## config.mk

```make
export PLATFORM = sky130hd
export DESIGN_NAME = bcd_seg7_scan
export DESIGN_NICKNAME = d
export VERILOG_FILES = /design/src/rtl/bcd_seg7_scan.sv
export SDC_FILE = /design/constraint.sdc
export NUM_CORES = 1
export LEC_CHECK = 0
export CELL_PAD_IN_SITES_DETAIL_PLACEMENT = 1
export CELL_PAD_IN_SITES_GLOBAL_PLACEMENT = 2
export CORE_ASPECT_RATIO = 1.25
export CORE_MARGIN = 2
export CORE_UTILIZATION = 39
export DETAILED_ROUTE_END_ITERATION = 10
export PLACE_DENSITY = 0.94
export SLEW_MARGIN = 20
export SYNTH_ARGS = -nofsm -noshare
export SYNTH_HDL_FRONTEND = slang
export SYNTH_SLANG_ARGS = --single-unit
export TNS_END_PERCENT = 30
```

## constraint.sdc

```tcl
create_clock -name clk -period 3.7 [get_ports clk]
set_input_delay 1.11 -clock clk [delete_from_list [all_inputs] [get_ports clk]]
set_output_delay 1.11 -clock clk [all_outputs]
set_load 0.05 [all_outputs]
```

## src/rtl/bcd_seg7_scan.sv

```systemverilog
// Two-digit multiplexed 7-segment scanner for a 0..19 BCD value.
// Define LEADING_ZERO_BLANK_EN to blank the tens digit when it is zero.
module bcd_seg7_scan #(
  parameter int SCAN_CYCLES = 100000,
  parameter int GAP_CYCLES  = 1000
) (
  input  logic       clk,
  input  logic       reset_n,
  input  logic       load,
  input  logic       z,
  input  logic [3:0] bcd,
  output logic [1:0] an,
  output logic [6:0] seg,
  output logic       err
);

  localparam int MAXC = (SCAN_CYCLES > GAP_CYCLES) ? SCAN_CYCLES : GAP_CYCLES;
  localparam int CW   = (MAXC > 2) ? $clog2(MAXC) : 1;

  localparam logic [CW-1:0] SCAN_LD = CW'(SCAN_CYCLES - 1);
  localparam logic [CW-1:0] GAP_LD  = CW'(GAP_CYCLES - 1);

  localparam logic [6:0] BLANK = 7'b1111111;
  localparam logic [6:0] ONE   = 7'b1111001;
  localparam logic [6:0] ZERO  = 7'b1000000;

  typedef enum logic [1:0] {
    SHOW_ONES,
    GAP_A,
    SHOW_TENS,
    GAP_B
  } state_t;

  state_t        state;
  state_t        state_n;
  logic [CW-1:0] cnt;
  logic [CW-1:0] cnt_n;
  logic [1:0]    an_n;
  logic [6:0]    seg_n;
  logic          z_q;
  logic [3:0]    bcd_q;
  logic [1:0]    tens_an;
  logic [6:0]    tens_seg;

  function automatic logic [6:0] ones_seg(input logic [3:0] d);
    logic [6:0] s;
    case (d)
      4'd0:    s = 7'b1000000;
      4'd1:    s = 7'b1111001;
      4'd2:    s = 7'b0100100;
      4'd3:    s = 7'b0110000;
      4'd4:    s = 7'b0011001;
      4'd5:    s = 7'b0010010;
      4'd6:    s = 7'b0000010;
      4'd7:    s = 7'b1111000;
      4'd8:    s = 7'b0000000;
      4'd9:    s = 7'b0010000;
      default: s = 7'b0111111;
    endcase
    return s;
  endfunction

  always_comb begin
    tens_an  = 2'b01;
    tens_seg = ONE;
    unique case (1'b1)
      z_q: begin
        tens_an  = 2'b01;
        tens_seg = ONE;
      end
      !z_q: begin
`ifdef LEADING_ZERO_BLANK_EN
        tens_an  = 2'b11;
        tens_seg = BLANK;
`else
        tens_an  = 2'b01;
        tens_seg = ZERO;
`endif
      end
    endcase
  end

  // Display outputs change only on state entry, so a SHOW
  // state freezes whatever digit was held when it began.
  always_comb begin
    state_n = state;
    cnt_n   = cnt - 1'b1;
    an_n    = an;
    seg_n   = seg;
    if (cnt == '0) begin
      unique case (state)
        SHOW_ONES: begin
          state_n = GAP_A;
          cnt_n   = GAP_LD;
          an_n    = 2'b11;
          seg_n   = BLANK;
        end
        GAP_A: begin
          state_n = SHOW_TENS;
          cnt_n   = SCAN_LD;
          an_n    = tens_an;
          seg_n   = tens_seg;
        end
        SHOW_TENS: begin
          state_n = GAP_B;
          cnt_n   = GAP_LD;
          an_n    = 2'b11;
          seg_n   = BLANK;
        end
        GAP_B: begin
          state_n = SHOW_ONES;
          cnt_n   = SCAN_LD;
          an_n    = 2'b10;
          seg_n   = ones_seg(bcd_q);
        end
      endcase
    end
  end

  always_ff @(posedge clk or negedge reset_n) begin
    if (!reset_n) begin
      state <= GAP_B;
      cnt   <= GAP_LD;
      an    <= 2'b11;
      seg   <= BLANK;
    end else begin
      state <= state_n;
      cnt   <= cnt_n;
      an    <= an_n;
      seg   <= seg_n;
    end
  end

  always_ff @(posedge clk or negedge reset_n) begin
    if (!reset_n) begin
      z_q   <= 1'b0;
      bcd_q <= 4'd0;
      err   <= 1'b0;
    end else if (load) begin
      z_q   <= z;
      bcd_q <= bcd;
      err   <= (bcd > 4'd9);
    end
  end

endmodule
```

-- After elaboration in Yosys (flattened, before gate mapping)
Memory sizes are Yosys's and may differ from the RTL's.
Index checks and enable logic that the tools add are counted.
W data, S select, Z words.
- input port bits: 8
- bits in latches: 0
- output and inout bits: 10
- memories kept: 1
- register bits: 34
- ROM bits: 112
- bits in writable memories: 0
- logic and storage cells: 24
- memory list (memory ; words ; bits a word ; rd ports ; clocked after Yosys merged registers in ; write ports ; line ; text):
    (no name shown) ; 16 ; 7 ; 1 ; 0 ; 0 ; 47 ; case (d)
- bitwise logic cells: 0
- equal/unequal tests: 3
- reduce and logical (&&, ||, !) cells: 5
- divide/modulo/power cells: 0
- add/subtract/negate cells: 1
- $lt $le $gt $ge: 1
- multipliers: 0
- shift operators: 0
- mux-type cells: 6
- operator list (operator ; count):
    $pmux W17 S2 ; 1
    $pmux W7 S3 ; 1
    $logic_not A17 Y1 ; 1
    $mux W17 ; 1
    $sub A17 B1 Y17 const B ; 1
    $pmux W7 S2 ; 1
    $pmux W2 S4 ; 1
    $pmux W2 S3 ; 1
    $eq A2 B2 Y1 const B ; 2
    $gt A4 B4 Y1 const B ; 1
    $reduce_or A2 Y1 ; 2
    $eq A2 B1 Y1 const B ; 1
    $logic_not A2 Y1 ; 1
    $logic_not A1 Y1 ; 1

-- Logic depth before layout (Yosys ltp)
Gate-level depths: netlist (run 1).
- depth in word-level cells: 4
- gate-level depth with buffers: 7
- gate-level depth less buffers: 6

-- Worst setup path after synthesis (run 1)
Ideal clock, no wire load.
- kind: reg2reg
- start: register cnt[0]
- end: register cnt[14]
- data required time: 3.622 ns
- path buffers: 0
- path slack: 1.867 ns
- data arrival time: 1.755 ns
- library setup time: 0.078 ns
- stages on the path, launching flop included: 7
- period minus slack after synthesis: 1.833 ns
- path through: dfstp_2 > inv_1 > ha_1 > nor3b_1 > nand2_1 > or4_1 > a21oi_1
- word-level cells in the longest chain between the ends: 2
- elaborated cells on any way between the ends: 3
- those cells by class: add/sub: 1; mux: 1; reduce/logical: 1
- ends and longest elaborated chain (element ; line ; text):
    start, declared ; 36 ; logic [CW-1:0] cnt;
    start signal, assigned ; 128 ; cnt <= cnt_n;
    $sub A17 B1 Y17 or $logic_not A17 Y1 (tied branches) ; 87, 90 ;
    $mux W17 (*) ; 90 ; if (cnt == '0) begin
    via cnt_n[14] ; 37 ; logic [CW-1:0] cnt_n;
Mark *: on every way through the listed nets, which the timed path passes. The rest lies on a longest branch.
A chain may end at the register's enable or synchronous reset.

-- Worst setup path in the final report (run 1)
- start: register seg[5]
- end: output seg[5]
- RTL lines (element ; line ; text):
    start, declared ; 13 ; output logic [6:0] seg,
    start signal, assigned ; 130 ; seg <= seg_n;
No word-level cell between the ends.

==> results of run 1 <==
[power by group through the flow]
stage          Combinational [uW]  Sequential [uW]  Clock (uW)
2_1_floorplan                30.5              393           0
3_3_place_gp                 52.7              396           0
3_5_place_dp                 54.6              396           0
4_1_cts                      55.9              390         291
5_1_grt                      63.1              392         304
6_report                     54.7              390         284
[registers in the layout (all words and copies together), names as in the netlist]
| signal | flops |
|---|---|
| seg | 7 |
| err | 1 |
| state | 2 |
| an | 2 |
| bcd_q | 4 |
| cnt | 17 |
| z_q | 1 |
[worst max path at each step]
| stage | start | endpoint | slack, ps | cells past startpoint |
|---|---|---|---|---|
| global placement | cnt[4]$_DFF_PN0_ | seg[1]$_DFFE_PN1P_ | 1190 | 4 |
| floorplan | cnt[0]$_DFF_PN1_ | cnt[14]$_DFF_PN0_ | 1870 | 6 |
| global route | cnt[4]$_DFF_PN0_ | seg[2]$_DFFE_PN1P_ | 900 | 4 |
| detailed placement | cnt[4]$_DFF_PN0_ | seg[2]$_DFFE_PN1P_ | 1060 | 4 |
| CTS | seg[5]$_DFFE_PN1P_ | seg[5] | 960 | 1 |
| finish | seg[5]$_DFFE_PN1P_ | seg[5] | 970 | 1 |
[layout by cell type (no fill, tap or decap), drive strengths merged, types with 3 or more instances in the layout]
master and instances:
nand3 3, xor2 7, clkdlybuf4s50 17, ha 13
o21ai 24, clkbuf 7, mux2 5, dfstp 19
o31ai 5, or2 4, nor3 5, nand2b 7
nor2 10, a21oi 13, xnor2 3, nand2 14
inv 10, a22o 4, dfrtp 15, nor4 4
[routing by layer]
metal,vias up,GRT usage [%],routed length [um]
met5,-,0,0
met4,0,6.875,89
met3,10,2.493,77
met2,20,33.23,2364
met1,733,19.98,1723
li1,682,-,-
[per-stage QoR]
stage | total power [uW] | std cells
after floorplan | 423.3 | 186
after global placement | 448.2 | 256
after detailed placement | 450.7 | 256
after CTS | 737.0 | 264
after global routing | 758.4 | 264
final | 728.5 | 264
[area by class of cell]
type	count	area, sq um
Clock buffer	7	86.33
Clock inverter	1	5.005
Fill cell	542	2487
Inverter	10	37.54
Multi-Input combinational cell	134	915.9
Sequential cell	34	874.6
Tap cell	60	75.07
Timing Repair Buffer	18	177.7
[kinds of logic after synthesis]
| kind of cell | count (synthesis) | share of synthesized area [%] |
|---|---|---|
| DFF | 34 | 46.82 |
| adders and majority gates | 13 | 8.708 |
| AOI/OAI and AO/OA | 50 | 15.34 |
| buffers and inverters | 18 | 4.153 |
| xor gates and xnor gates | 10 | 4.689 |
| and+or+nand+nor | 56 | 17.28 |
| muxes | 5 | 3.014 |
==> summary.md, run 1 <==
| Metric | Value |
|---|---|
| HPWL after detailed placement | 3.130 mm |
| VDD IR max | 206.7 uV |
| #FFs+latches synth | 34 |
| Starting DRT DRC Count | 51 |
| Worst r2r path cells | 4 |
| Top cell type's share of synthesized area | 26.72% |
| Required time worst endpoint | 2590 ps |
| Leak pwr | 0.0008589 uW |
| Sequential element share of the synthesized area | 46.82% |
| Final non-filler cell area | 2172 sq um |
| Yosys synthesis warning count | 0 |
| # rows | 28 |
| Reg-to-reg critical path startpoint | cnt[4]$_DFF_PN0_ |
| Post-cts sizing count | 0 |
| Total number of vias | 1445 |
| Top FF cell, synth | dfstp_2 |
| Die Width | 65.90 um |
| Slew @ Worst Pin | 730.5 ps |
| Comb power frac | 7.5% |
| Final Wtd Congestion | 0.7918 |
| Setup TNS | 0 ps |
| Global-route wire length before repair | 7.203 mm |
| Post-layout nets | 224 |
| Crit-path cells | clkdlybuf4s50_1 |
| GR Util All Layers | 17.73% |
| Clock Tree Root | clkbuf_8 |
| CP Capture Type | primary output |
| ANT nets after route | 0 |
| Grt total ovfl | 0 |
| Worst skew pair latency | 280 ps |
| Most common cell in the netlist | o21ai_0 |
| Area Overhead vs Synth | 16.28% |
| Synthesized netlist cell count | 186 |
| Final core occ | 46.62% |
| Per-cell routed wire length | 16.12 um |
| Synth area leader | dfstp_2 |
| Total nets after synthesis | 207 |
| Hold_buf cts | 0 |
| Dpl ws | 1059 ps |
| Power Internal | 552.9 uW |
| Hold path depth | 1 |
| Share of cells above drive strength 1 | 19.12% |
| Synth top cells by count | 24 x o21ai_0, 19 x dfstp_2, 15 x dfrtp_1 |
| I/O pins | 18 |
| Synth top area cells | dfstp_2 27%, dfrtp_1 20%, ha_1 8.7%, o21ai_0 6.4%, a21oi_1 3.5% |
| CP Launch Type | flip-flop |
| Post-CTS setup buffers | 0 |
| Netlist Area Pre-Place | 1868 sq um |
| Antenna Cells | 0 |
| Initial antenna violation count | 0 |
| Avg Inst Size Synth | 10.04 sq um |
| Largest net degree at the start of global routing | 35 |
| Crit-path leading delay family | buffers and inverters |
| Final number of setup-violating endpoints | 0 |
| Ys async rst share | 100.0% |
| Final wirelength | 4.255 mm |
| Worst Path Buf+Inv | 1 |
| Fmax | 366.8 MHz |
| H-tree Lvls | 2 |
| Initial Utilization | 40.09% |
| Die Ht | 81.38 um |
| Clock Skew | 4.999 ps |
| Pwr per Cell Area | 335.4 nW/um^2 |
| Final Hold Slack | 486.1 ps |
| # DRC | 0 |
| DP Area | 2081 sq um |
| Pins Over Slew Limit | 0 |
| DRT Pass-1 Iters | 4 |
| Hold Fails Final Rpt | 0 |
| Crit path time final | 2726 ps |
| CTS Buffer Depth | 2 |
| DIE AREA | 5363 sq um |
| Total clock buffers created by CTS | 5 |
| WHS Endpoint | cnt[0]$_DFF_PN1_ |
| Clk sinks | 34 |
| CP arrival | 1620 ps |
| RSZ-0062 raised after global routing | false |
| Worst Path Max Fanout | 2 |
| NetSw | 175.6 uW |
| Rel. slew slack | 50.85% |
| Max stage delay on crit path | 790 ps |
| EDFF count, synth | 0 |
| Clock Pin Slew Worst Setup and Hold Paths | 70 ps |
| Number of port buffers | 17 |
| FF-to-FF End | seg[2]$_DFFE_PN1P_ |
| Synth unique cells | 35 |
| Worst Min Path Start | cnt[0]$_DFF_PN1_ |
| Core box area | 4659 sq um |
| Clock power share | 38.9% |
| Via/cell ratio | 5.473 |
| Final Cycle Share | 73.69% |
| Worst reg-to-reg setup slack | 1100 ps |
| CP Class | flip-flop to primary output |
| Worst min path class | flip-flop to flip-flop |
| Critical path's slowest cell | clkdlybuf4s50_1 |
| CTS tree | built |
| PnR worst setup slack | 973.6 ps |
| Number of max-cap violations | 0 |
| Outcome | finished clean |
| Reg power frac | 53.6% |
| Number of global-route vias before repair | 1549 |
| Switching Share | 24.11% |
Note: power is estimated with default switching activity, not from simulation.
==> inputs of run 2 (changes only) <==
CORE_UTILIZATION = 36   (was 39)
PLACE_DENSITY = 0.89   (was 0.94)
clock period = 2.64 ns   (was 3.7 ns; I/O delays follow)
==> summary.md, run 2 (synthesized netlist as in run 1, its figures left out) <==
| Metric | Value |
|---|---|
| Outcome | finished clean |
| Post-cts sizing count | 0 |
| Grt total ovfl | 0 |
| Critical path's slowest cell | clkdlybuf4s50_1 |
| VDD IR max | 269.5 uV |
| Max stage delay on crit path | 800 ps |
| Total clock buffers created by CTS | 5 |
| Worst min path class | flip-flop to flip-flop |
| HPWL after detailed placement | 3.066 mm |
| Core box area | 5044 sq um |
| # rows | 29 |
| CP Launch Type | flip-flop |
| Clock Pin Slew Worst Setup and Hold Paths | 70 ps |
| Die Ht | 84.54 um |
| Number of port buffers | 17 |
| ANT nets after route | 0 |
| Global-route wire length before repair | 7.279 mm |
| Required time worst endpoint | 1850 ps |
| Pwr per Cell Area | 486.4 nW/um^2 |
| WHS Endpoint | cnt[0]$_DFF_PN1_ |
| Die Width | 68.43 um |
| Commonest non-fill, non-tap cell in the layout | o21ai_0 |
| RSZ-0062 raised after global routing | false |
| Final core occ | 44.46% |
| DP Area | 2136 sq um |
| Clock Tree Root | clkbuf_8 |
| Number of global-route vias before repair | 1505 |
| Leak pwr | 0.0008961 uW |
| Worst r2r path cells | 5 |
| H-tree Lvls | 2 |
| Crit-path cells | clkdlybuf4s50_1 |
| DRT Pass-1 Iters | 4 |
| Worst skew pair latency | 290 ps |
| Initial Utilization | 37.04% |
| Slew @ Worst Pin | 778.7 ps |
| FF-to-FF End | seg[6]$_DFFE_PN1P_ |
| Rel. slew slack | 47.61% |
| Worst reg-to-reg setup slack | 550 ps |
| Hold_buf cts | 0 |
| Crit-path leading delay family | buffers and inverters |
| Number of max-cap violations | 0 |
| GR Util All Layers | 16.73% |
| Most frequent cells in the layout | 24 x o21ai_0, 19 x dfstp_2, 17 x clkdlybuf4s50_1 |
| CP Class | flip-flop to primary output |
| Largest net degree at the start of global routing | 35 |
| Clk sinks | 34 |
| Largest registers | cnt: 17 flops, seg: 7 flops, bcd_q: 4 flops |
| CP Capture Type | primary output |
| Pins Over Slew Limit | 0 |
| Worst Path Max Fanout | 2 |
| Share of cells above drive strength 1 | 21.33% |
| Reg-to-reg critical path startpoint | cnt[8]$_DFF_PN1_ |
| Starting DRT DRC Count | 56 |
| Worst Min Path Start | cnt[0]$_DFF_PN1_ |
| CP arrival | 1620 ps |
| Per-cell routed wire length | 15.62 um |
| Post-layout nets | 231 |
| DIE AREA | 5785 sq um |
| Worst Path Buf+Inv | 1 |
| I/O pins | 18 |
| Initial antenna violation count | 0 |
| Setup TNS | 0 ps |
| Clock Skew | 3.577 ps |
| Final non-filler cell area | 2242 sq um |
| Final Wtd Congestion | 0.8212 |
| CTS tree | built |
| Hold path depth | 1 |
| Crit path time final | 2416 ps |
| CTS Buffer Depth | 2 |
| Final Cycle Share | 91.51% |
| Top register by number of flip-flops | cnt |
| Fmax | 413.9 MHz |
| Post-CTS setup buffers | 0 |
| Antenna Cells | 0 |
| Total number of vias | 1449 |
| # DRC | 0 |
| Final number of setup-violating endpoints | 0 |
| Hold Fails Final Rpt | 0 |
| Max reg flops | 17 |
| Via/cell ratio | 5.308 |
| Final wirelength | 4.263 mm |
| Area Overhead vs Synth | 20.03% |
## run 2: cell count changes in the layout (fill, tap and decap cells not counted)
cell,change
buf_4,+7
clkbuf_8,-1
clkinv_2,-1
bufinv_16,+1
clkbuf_1,+1
## run 2: report_power, final
part           leakage, uW  switching [uW]  internal, uW
Clock            0.0000524             186           282
Combinational     0.000452            40.8          33.3
Sequential        0.000392            16.6           531
Total             0.000896             244           847
## run 2: how the worst max path moves through the flow
stage	startpoint	endpoint	slack [ps]	cells past startpoint
2_1_floorplan	cnt[0]$_DFF_PN1_	cnt[14]$_DFF_PN0_	810	6
3_3_place_gp	seg[4]$_DFFE_PN1P_	seg[4]	540	1
3_5_place_dp	seg[1]$_DFFE_PN1P_	seg[1]	530	1
4_1_cts	seg[3]$_DFFE_PN1P_	seg[3]	200	1
5_1_grt	seg[3]$_DFFE_PN1P_	seg[3]	180	1
6_report	seg[3]$_DFFE_PN1P_	seg[3]	220	1
## run 2: metal layers
layer	share of wire, %	GRT usage, %
met2	54	27.27
met4	2.2	8.182
met5	0	0
met1	42	20.31
met3	2.5	3.619
## run 2: per-stage QoR
stage          total power, uW  hold WS, ps  std cells  worst slack [ps]
2_1_floorplan            593.3        436.6        186             806.8
3_3_place_gp             628.3        451.9        265             542.5
3_5_place_dp             631.2        461.1        265             530.4
4_1_cts                   1108        478.9        273             204.0
5_1_grt                   1136        502.6        273             178.0
6_report                  1091        479.0        273             224.2
## run 2: layout make-up
type | instances | area (sq um)
fill | 570 | 2801
multi-input combinational | 134 | 915.9
sequential | 34 | 874.6
timing repair buffer | 25 | 230.2
tap | 62 | 77.57
clock buffer | 7 | 76.32
inverter | 10 | 37.54
clock inverter | 1 | 30.03
==> inputs of run 3 (changes only) <==
CORE_UTILIZATION = 39   (was 36)
GPL_TIMING_DRIVEN = 0   (was unset)
PLACE_DENSITY = 0.94   (was 0.89)
clock period = 3.05 ns   (was 2.64 ns; I/O delays follow)
==> summary.md, run 3 (synthesized netlist as in run 1, its figures left out) <==
| Metric | Value |
|---|---|
| Worst min path class | flip-flop to flip-flop |
| Max stage delay on crit path | 810 ps |
| Final Cycle Share | 83.68% |
| Filler cells | 532 |
| Reg power frac | 52.7% |
| Pwr per Cell Area | 399.3 nW/um^2 |
| # DRC | 0 |
| Pins Over Slew Limit | 0 |
| Worst Path Buf+Inv | 1 |
| NetSw | 212.3 uW |
| Global-route wire length before repair | 7.031 mm |
| CTS Buffer Depth | 2 |
| Max reg flops | 17 |
| Core box area | 4659 sq um |
| Fmax | 391.8 MHz |
| Per-cell routed wire length | 15.13 um |
| Largest net degree at the start of global routing | 19 |
| Starting DRT DRC Count | 41 |
| Commonest non-fill, non-tap cell in the layout | o21ai_0 |
| # rows | 28 |
| RSZ-0062 raised after global routing | false |
| H-tree Lvls | 2 |
| Rel. slew slack | 44.81% |
| Area Overhead vs Synth | 18.69% |
| Crit path time final | 2552 ps |
| Clock Pin Slew Worst Setup and Hold Paths | 70 ps |
| CP Class | flip-flop to primary output |
| Clock power share | 38.9% |
| Hold Fails Final Rpt | 0 |
| Clk sinks | 34 |
| Worst skew pair latency | 290 ps |
| Die Width | 65.90 um |
| Worst Path Max Fanout | 2 |
| Die Ht | 81.38 um |
| Total number of vias | 1415 |
| Total clock buffers created by CTS | 5 |
| CTS tree | built |
| Initial Utilization | 40.09% |
| Hold_buf cts | 0 |
| I/O pins | 18 |
| VDD IR max | 249.9 uV |
| Outcome | finished clean |
| Crit-path leading delay family | buffers and inverters |
| Largest registers | cnt: 17 flops, seg: 7 flops, bcd_q: 4 flops |
| ANT nets after route | 0 |
| CP arrival | 1640 ps |
| CP Launch Type | flip-flop |
| Worst r2r path cells | 6 |
| Leak pwr | 0.0008793 uW |
| Top register by number of flip-flops | cnt |
| Final Hold Slack | 477.2 ps |
| Number of port buffers | 16 |
| Final wirelength | 4.099 mm |
| Worst reg-to-reg setup slack | 810 ps |
| Power Internal | 673.0 uW |
| Number of max-cap violations | 0 |
| Post-cts sizing count | 0 |
| Final Wtd Congestion | 0.7934 |
| GR Util All Layers | 17.32% |
| Clock Skew | 7.017 ps |
| Hold path depth | 1 |
| Slew @ Worst Pin | 820.3 ps |
| Final number of setup-violating endpoints | 0 |
| Clock Tree Root | clkbuf_8 |
| Setup TNS | 0 ps |
| Via/cell ratio | 5.221 |
| Initial antenna violation count | 0 |
| DRT Pass-1 Iters | 4 |
| HPWL after detailed placement | 3.057 mm |
| Crit-path cells | clkdlybuf4s50_1 |
| Required time worst endpoint | 2130 ps |
| Critical path's slowest cell | clkdlybuf4s50_1 |
| Number of global-route vias before repair | 1449 |
| Share of cells above drive strength 1 | 20.38% |
| CP Capture Type | primary output |
| DIE AREA | 5363 sq um |
| Post-CTS setup buffers | 0 |
| Antenna Cells | 0 |
| Dpl ws | 796.8 ps |
| PnR worst setup slack | 497.8 ps |
| Post-layout nets | 231 |
| Stages on worst setup path | 1 |
| Switching Share | 23.98% |
| Multi-input combinational cell area | 915.9 sq um |
| Register area | 874.6 sq um |
| Comb power frac | 8.4% |
| Grt total ovfl | 0 |
| Most frequent cells in the layout | 24 x o21ai_0, 19 x dfstp_2, 15 x dfrtp_1, 15 x clkdlybuf4s50_1, 14 x nand2_1 |
run 3: cell count changes in the layout (fill, tap and decap cells not counted), sizes merged:
cell / delta
buf: -3
clkinv: +1
bufinv: -1
clkbuf: +5
clkdlybuf4s50: -2
run 3: worst paths after layout:
path                                    from                 end
hold reg to reg             cnt[0]$_DFF_PN1_    cnt[0]$_DFF_PN1_
min in group asynchronous            reset_n     z_q$_DFFE_PN0P_
hold / removal              cnt[0]$_DFF_PN1_    cnt[0]$_DFF_PN1_
max in group asynchronous            reset_n  seg[1]$_DFFE_PN1P_
setup reg to reg            cnt[0]$_DFF_PN1_   cnt[14]$_DFF_PN0_
setup / recovery           an[0]$_DFFE_PN1P_               an[0]
run 3: power by group through the flow:
| stage | registers, uW | clock network [uW] | logic [uW] |
|---|---|---|---|
| 3_3_place_gp | 474 | 0 | 69.8 |
| 4_1_cts | 467 | 357 | 76.1 |
| 5_1_grt | 467 | 375 | 85.9 |
| 2_1_floorplan | 477 | 0 | 37.0 |
| 3_5_place_dp | 474 | 0 | 75.3 |
| 6_report | 466 | 345 | 74.3 |
run 3: final cells by class:
class | count | share of cell area, %
Multi-Input combinational cell | 134 | 41.31
Sequential cell | 34 | 39.45
Timing Repair Buffer | 17 | 8.239
Clock buffer | 7 | 3.894
Tap cell | 60 | 3.386
Buffer | 8 | 1.806
Inverter | 10 | 1.693
Clock inverter | 1 | 0.2257
run 3: worst register-to-register path, delay by kind of cell, from the launching register on:
family | cells | cell delay (ps)
and+or+nand+nor | 3 | 1310
DFF | 1 | 390
adders and majority gates | 1 | 240
AOI/OAI and AO/OA | 1 | 150
buffers and inverters | 1 | 80
run 3: per-stage QoR:
stage                     utilization [%]  cells  total power [uW]  area [sq um]
after floorplan                         -    186             513.5          1868
after global placement              45.14    262             543.7          2103
after detailed placement            45.62    263             549.5          2126
after CTS                           47.58    271             899.4          2217
after global routing                47.58    271             927.9          2217
final                               47.58    271             885.2          2217
run 3: per-layer routing:
metal / wire, um / vias to the layer above / track usage (%)
met2: 2234 / 16 / 30.61
met4: 56 / 0 / 6.042
li1: - / 699 / -
met3: 114 / 7 / 3.601
met1: 1694 / 693 / 20.64
met5: 0 / - / 0
